--- src/rtl/pipo_rr_load_arbiter.sv ---
// ---------------------------------------------------------------------------
// pipo_rr_load_arbiter
//
// Shares one WIDTH-bit parallel-load register between NREQ requesters.
// In IDLE the pending requests are arbitrated round-robin. The winner's word
// is latched into pi and a one-cycle load/gnt pulse is issued. The owner then
// keeps the register for HOLD_CYCLES cycles so that consumers can sample it
// before it is written again.
//
// Ports
//   clk       in   1             clock, rising edge
//   rst       in   1             asynchronous reset, active high
//   req       in   NREQ          level request per requester
//   req_data  in   NREQ*WIDTH    requester i word at [i*WIDTH +: WIDTH]
//   gnt       out  NREQ          one-hot one-cycle accept pulse (with load)
//   load      out  1             load strobe for the shared register
//   pi        out  WIDTH         parallel-input data for the shared register
//   owner     out  $clog2(NREQ)  index of current / last owner
//   busy      out  1             high while in LOAD or HOLD
//
// All outputs come straight from flops, so there is no combinational path
// from req to any output.
// ---------------------------------------------------------------------------
module pipo_rr_load_arbiter #(
    parameter int NREQ        = 4,
    parameter int WIDTH       = 4,
    parameter int HOLD_CYCLES = 2
) (
    input  logic                     clk,
    input  logic                     rst,
    input  logic [NREQ-1:0]          req,
    input  logic [NREQ*WIDTH-1:0]    req_data,
    output logic [NREQ-1:0]          gnt,
    output logic                     load,
    output logic [WIDTH-1:0]         pi,
    output logic [$clog2(NREQ)-1:0]  owner,
    output logic                     busy
);

    localparam int OW = $clog2(NREQ);
    // The hold counter runs HOLD_CYCLES-1 down to 0, so it only needs enough
    // bits for HOLD_CYCLES-1; keep at least one bit so it is always legal.
    localparam int HW = (HOLD_CYCLES > 1) ? $clog2(HOLD_CYCLES) : 1;
    localparam logic [HW-1:0] HOLD_LAST = (HOLD_CYCLES > 0) ? HW'(HOLD_CYCLES - 1) : '0;

    typedef enum logic [1:0] {
        ST_IDLE = 2'd0,
        ST_LOAD = 2'd1,
        ST_HOLD = 2'd2
    } state_t;

    // -----------------------------------------------------------------------
    // State and output registers
    // -----------------------------------------------------------------------
    state_t             r_state;
    logic [OW-1:0]      r_ptr;
    logic [HW-1:0]      r_hold_cnt;
    logic [NREQ-1:0]    r_gnt;
    logic               r_load;
    logic [WIDTH-1:0]   r_pi;
    logic [OW-1:0]      r_owner;
    logic               r_busy;

    // -----------------------------------------------------------------------
    // Arbitration datapath
    // -----------------------------------------------------------------------
    logic [WIDTH-1:0]   w_data [NREQ];
    logic               w_any;
    logic [OW-1:0]      w_winner;
    logic [OW:0]        w_sum;
    logic [OW-1:0]      w_ptr_next;
    logic [NREQ-1:0]    w_gnt_next;

    // Unpack the flat request data bus into one word per requester.
    generate
        for (genvar gi = 0; gi < NREQ; gi++) begin : g_unpack
            assign w_data[gi] = req_data[gi*WIDTH +: WIDTH];
        end
    endgenerate

    // Round-robin search: candidate k is (r_ptr + k) mod NREQ. The loop walks
    // offsets from the highest down, so the lowest offset with a set request
    // is the last to write w_winner and therefore wins. The sum carries one
    // extra bit so the wrap works for any NREQ, not only powers of two.
    always_comb begin
        w_any    = 1'b0;
        w_winner = '0;
        w_sum    = '0;
        for (int k = NREQ - 1; k >= 0; k--) begin
            w_sum = {1'b0, r_ptr} + (OW+1)'(k);
            if (w_sum >= (OW+1)'(NREQ)) begin
                w_sum = w_sum - (OW+1)'(NREQ);
            end
            if (req[w_sum[OW-1:0]]) begin
                w_any    = 1'b1;
                w_winner = w_sum[OW-1:0];
            end
        end
    end

    // The pointer moves to just past the winner, so the winner has the lowest
    // priority in the next arbitration.
    assign w_ptr_next = (w_winner == OW'(NREQ - 1)) ? '0 : w_winner + OW'(1);

    generate
        for (genvar gi = 0; gi < NREQ; gi++) begin : g_onehot
            assign w_gnt_next[gi] = (w_winner == OW'(gi));
        end
    endgenerate

    // -----------------------------------------------------------------------
    // Controller FSM with registered outputs
    // -----------------------------------------------------------------------
    always_ff @(posedge clk or posedge rst) begin
        if (rst) begin
            r_state    <= ST_IDLE;
            r_ptr      <= '0;
            r_hold_cnt <= '0;
            r_gnt      <= '0;
            r_load     <= 1'b0;
            r_pi       <= '0;
            r_owner    <= '0;
            r_busy     <= 1'b0;
        end else begin
            case (r_state)
                ST_IDLE: begin
                    // pi and owner are written only here, so they stay stable
                    // until the next accepted request.
                    if (w_any) begin
                        r_state <= ST_LOAD;
                        r_load  <= 1'b1;
                        r_gnt   <= w_gnt_next;
                        r_pi    <= w_data[w_winner];
                        r_owner <= w_winner;
                        r_busy  <= 1'b1;
                        r_ptr   <= w_ptr_next;
                    end
                end

                ST_LOAD: begin
                    r_load <= 1'b0;
                    r_gnt  <= '0;
                    if (HOLD_CYCLES > 0) begin
                        r_state    <= ST_HOLD;
                        r_hold_cnt <= HOLD_LAST;
                    end else begin
                        r_state <= ST_IDLE;
                        r_busy  <= 1'b0;
                    end
                end

                ST_HOLD: begin
                    // Requests are ignored here; they are evaluated again only
                    // after the controller returns to IDLE.
                    if (r_hold_cnt == '0) begin
                        r_state <= ST_IDLE;
                        r_busy  <= 1'b0;
                    end else begin
                        r_hold_cnt <= r_hold_cnt - HW'(1);
                    end
                end

                default: begin
                    r_state <= ST_IDLE;
                    r_load  <= 1'b0;
                    r_gnt   <= '0;
                    r_busy  <= 1'b0;
                end
            endcase
        end
    end

    assign gnt   = r_gnt;
    assign load  = r_load;
    assign pi    = r_pi;
    assign owner = r_owner;
    assign busy  = r_busy;

endmodule
--- config.mk ---
export PLATFORM = sky130hd
export DESIGN_NAME = pipo_rr_load_arbiter
export DESIGN_NICKNAME = d
export VERILOG_FILES = /design/src/rtl/pipo_rr_load_arbiter.sv
export SDC_FILE = /design/constraint.sdc
export NUM_CORES = 1
export LEC_CHECK = 0
export CELL_PAD_IN_SITES_DETAIL_PLACEMENT = 2
export CELL_PAD_IN_SITES_GLOBAL_PLACEMENT = 2
export CORE_MARGIN = 2
export CORE_UTILIZATION = 29
export CTS_CLUSTER_SIZE = 28
export DETAILED_ROUTE_END_ITERATION = 12
export GPL_ROUTABILITY_DRIVEN = 0
export PLACE_DENSITY_LB_ADDON = 0.1
export SYNTH_ARGS = -nofsm -noshare
export SYNTH_HDL_FRONTEND = slang
export SYNTH_SLANG_ARGS = --single-unit
--- constraint.sdc ---
create_clock -name clk -period 6.2 [get_ports clk]
set_clock_uncertainty 0.2 [all_clocks]
set_input_delay 1.24 -clock clk [delete_from_list [all_inputs] [get_ports clk]]
set_output_delay 1.24 -clock clk [all_outputs]
set_load 0.01 [all_outputs]
==> flow_summary_export.csv <==
group,metric,value,unit
floorplan,dieHeight,61.64,um
run_status,outcome,"completed",
route,routed_wire_length_per_instance,14.53,um
clock_network,postCtsHoldBufs,0,
clock_network,cts_inserted_buffers,3,
route,drt_first_pass_iters,4,
floorplan,design.portCount,34,
critical_path,critPathTopFamily,"compound AO/OA/AOI/OAI gates",
critical_path,crit_path_end_kind,"flip-flop",
final_layout,antenna_cells_inserted,0,
timing,report.final.setup_viol,0,
critical_path,crit_chain,"clkdlybuf4s50_1 -> mux2_4 -> o221ai_2 -> inv_1 -> ha_1 -> a22o_1 -> a22o_1",
critical_path,worst-path-buf-inv,2,
critical_path,cp-start-kind,"primary input",
floorplan,core_region_area,0.003103,mm2
floorplan,floorplan.initialDensity,0.3105,
timing,timing_max_transition_violations_final,0,
synth,synth-seq-cells,17,
critical_path,kind_of_critical_path,"primary input to flip-flop",
route,post_drt_via_cell_ratio,4.946,
timing,final_hold_violation_count,0,
clock_network,clkSinkCount,17,
floorplan,dieArea,0.003799,mm2
timing,finalSetupTns,0,ns
route,routed_wl,2427,um
clock_network,cts_max_level,1,
global_routing,gr-total-overflow,0,
final_layout,area.growth.synth_to_final,40.65,%
floorplan,num_rows,20,
route,route.antenna.remaining_nets,0,
synth,dominantRegCellSynth,"dfrtp_1",
clock_network,insertion_delay,0.29,ns
critical_path,crit_path_frequent_cell,"a22o_1",
critical_path,critPathMaxStageDelay,0.66,ns
final_layout,mostFrequentLayoutCells,"33 x clkdlybuf4s50_1, 17 x dfrtp_1, 8 x mux2i_1",
clock_network,cts-root-to-sink-buffers,2,
clock_network,postcts_resize_cnt,0,
final_layout,final_layout_size_suffix_gt1_frac,0.1220,
timing,slew_headroom,0.4450,
synth,syn_avg_cell_area,10.82,um2
critical_path,cp_max_fo,12,
placed_design,hpwlAfterDp,1859,um
route,route.vias.total,826,
global_routing,grt_pass1_wl,4064,um
synth,synth_enable_flop_cells,0,
global_routing,number_of_global_route_vias_before_repair,899,
pwr,p_per_area,436.7,mW/mm2
synth,syn-num-nets,115,
critical_path,reg_to_reg_start,"r_ptr[1]",
synth,ys_warn_count,0,
placed_design,buffer_ports.inserted,33,
route,drt_drc_violations_left,0,
timing,period_minus_slack,3.453,ns
global_routing,number_of_antenna_violations_at_the_first_check_in_global_routing,0,
synth,sequential_element_share_of_the_synthesized_area,0.4416,
clock_network,tritoncts,"done",
floorplan,die_w,61.64,um
timing,final.hold.worst_slack,0.2954,ns
clock_network,cts_setup_buffers,0,
timing,rsz_0062_raised_after_global_routing,"no",
synth,synth-async-reset-ratio,1.000,
synth,synthCells,89,
timing,actual_slew_at_the_worst_max_slew_pin,0.8325,ns
critical_path,setup.worst_path.start,"req[1]",
critical_path,crit_arrival,3.45,ns
global_routing,grt_start_max_net_pins,18,
timing,maxClockFrequency,0.2896,GHz
route,detailedRoute.firstIterationViolations,12,
critical_path,crit_path_top_delay_cell,"o221ai_2",
hold_path,hold_path_startpoint,"pi[1]",
synth,synthDistinctLibCells,32,
pwr,total_leakage_power,0.5951,nW
clock_network,cts-root-buf,"clkbuf_4",
clock_network,clk_pin_slew_worst_paths,0.10,ns
critical_path,required,6.19,ns
synth,syn-cell-area,963.4,um2
pwr,vdd.ir_drop.worst,0.1668,mV
flow_run,cap_viol_max_count,0,
final_layout,layout_commonest_cell,"clkdlybuf4s50_1",
final_layout,finish.net_count,150,
hold_path,hold_path.class,"flip-flop to flip-flop",
timing,post-route-period-util,0.5569,
global_routing,grt.total_usage,0.1466,
==> metal layers <==
metal  wire length (um)  vias to the layer above  track usage  part of all wire
li1                   -                      391            -                 -
met1               1100                      411       0.1878              0.45
met2               1178                       21       0.2481              0.49
met3                139                        3      0.04832             0.057
met4                  8                        0      0.01824            0.0033
met5                  0                        -            0                 0
==> synthesized netlist by cell type (all sizes together), types with 2 or more instances <==
cell type / number / area (um2)
o21ai: 8 / 55.05
buf: 2 / 16.26
nand2: 6 / 22.52
inv: 7 / 26.28
nor2: 3 / 11.26
mux2i: 8 / 80.08
mux2: 6 / 71.31
a21oi: 6 / 30.03
ha: 4 / 50.05
dfrtp: 17 / 425.4
a21o: 2 / 15.01
a22o: 3 / 26.28
==> flip-flops by register name, indices dropped and copies added (netlist names) <==
signal	flops
r_state	2
owner	2
load	1
r_hold_cnt	1
busy	1
pi	4
r_ptr	2
gnt	4
==> report_power, final <==
part           total [mW]  internal, mW  switching [mW]  leakage [nW]
sequential          0.198         0.163          0.0354         0.209
combinational       0.333         0.174           0.159         0.371
clock              0.0602        0.0251          0.0351        0.0150
total               0.592         0.362           0.229         0.595
==> stage by stage <==
| stage | total power, mW | std cells | util | area [um2] | setup slack, ns |
|---|---|---|---|---|---|
| after floorplan | 0.4107 | 89 | - | 963.4 | 3.370 |
| after global placement | 0.5290 | 163 | 0.4282 | 1329 | 2.448 |
| after detailed placement | 0.5391 | 163 | 0.4282 | 1329 | 2.406 |
| after CTS | 0.6048 | 167 | 0.4367 | 1355 | 2.725 |
| after global routing | 0.6493 | 167 | 0.4367 | 1355 | 2.589 |
| final | 0.5917 | 167 | 0.4367 | 1355 | 2.747 |
==> final timing paths <==
| path | depth (start not counted) | endpoint | slack [ns] |
|---|---|---|---|
| min | 2 | pi[1] | 0.30 |
| min in group asynchronous | 2 | gnt[0] | 1.13 |
| max in group asynchronous | 2 | load | 4.24 |
| max reg2reg | 6 | gnt[3] | 3.69 |
| min reg2reg | 2 | pi[1] | 0.30 |
| max | 7 | gnt[3] | 2.75 |
==> final cells by class <==
cell class	count	area [um2]
fillers	357	1748
multi-input cells	61	488.0
flip-flops and latches	17	425.4
repair buffers	33	330.3
well taps	44	55.05
inverters	8	30.03
clock buffers	4	26.28
==> kinds of logic (layout without fill, tap and decap cells) <==
group | count (synthesis) | after routing | share of synthesized area
buffers and inverters | 11 | 45 | 0.05194
AO/OA/AOI/OAI | 27 | 27 | 0.2091
multiplexers | 14 | 14 | 0.1571
flip-flops | 17 | 17 | 0.4416
AND/OR/NAND/NOR | 16 | 16 | 0.08832
adder cells (fa/ha/maj) | 4 | 4 | 0.05195
==> worst reg2reg max path: cells and delay by family (launching register included) <==
| kind | cells | cell delay (ns) |
|---|---|---|
| AOI/OAI and AO/OA | 3 | 1.02 |
| DFF | 1 | 0.48 |
| muxes | 1 | 0.33 |
| adders and majority gates | 1 | 0.23 |
| buffers and inverters | 1 | 0.15 |
Note: power is estimated with default switching activity, not from simulation.
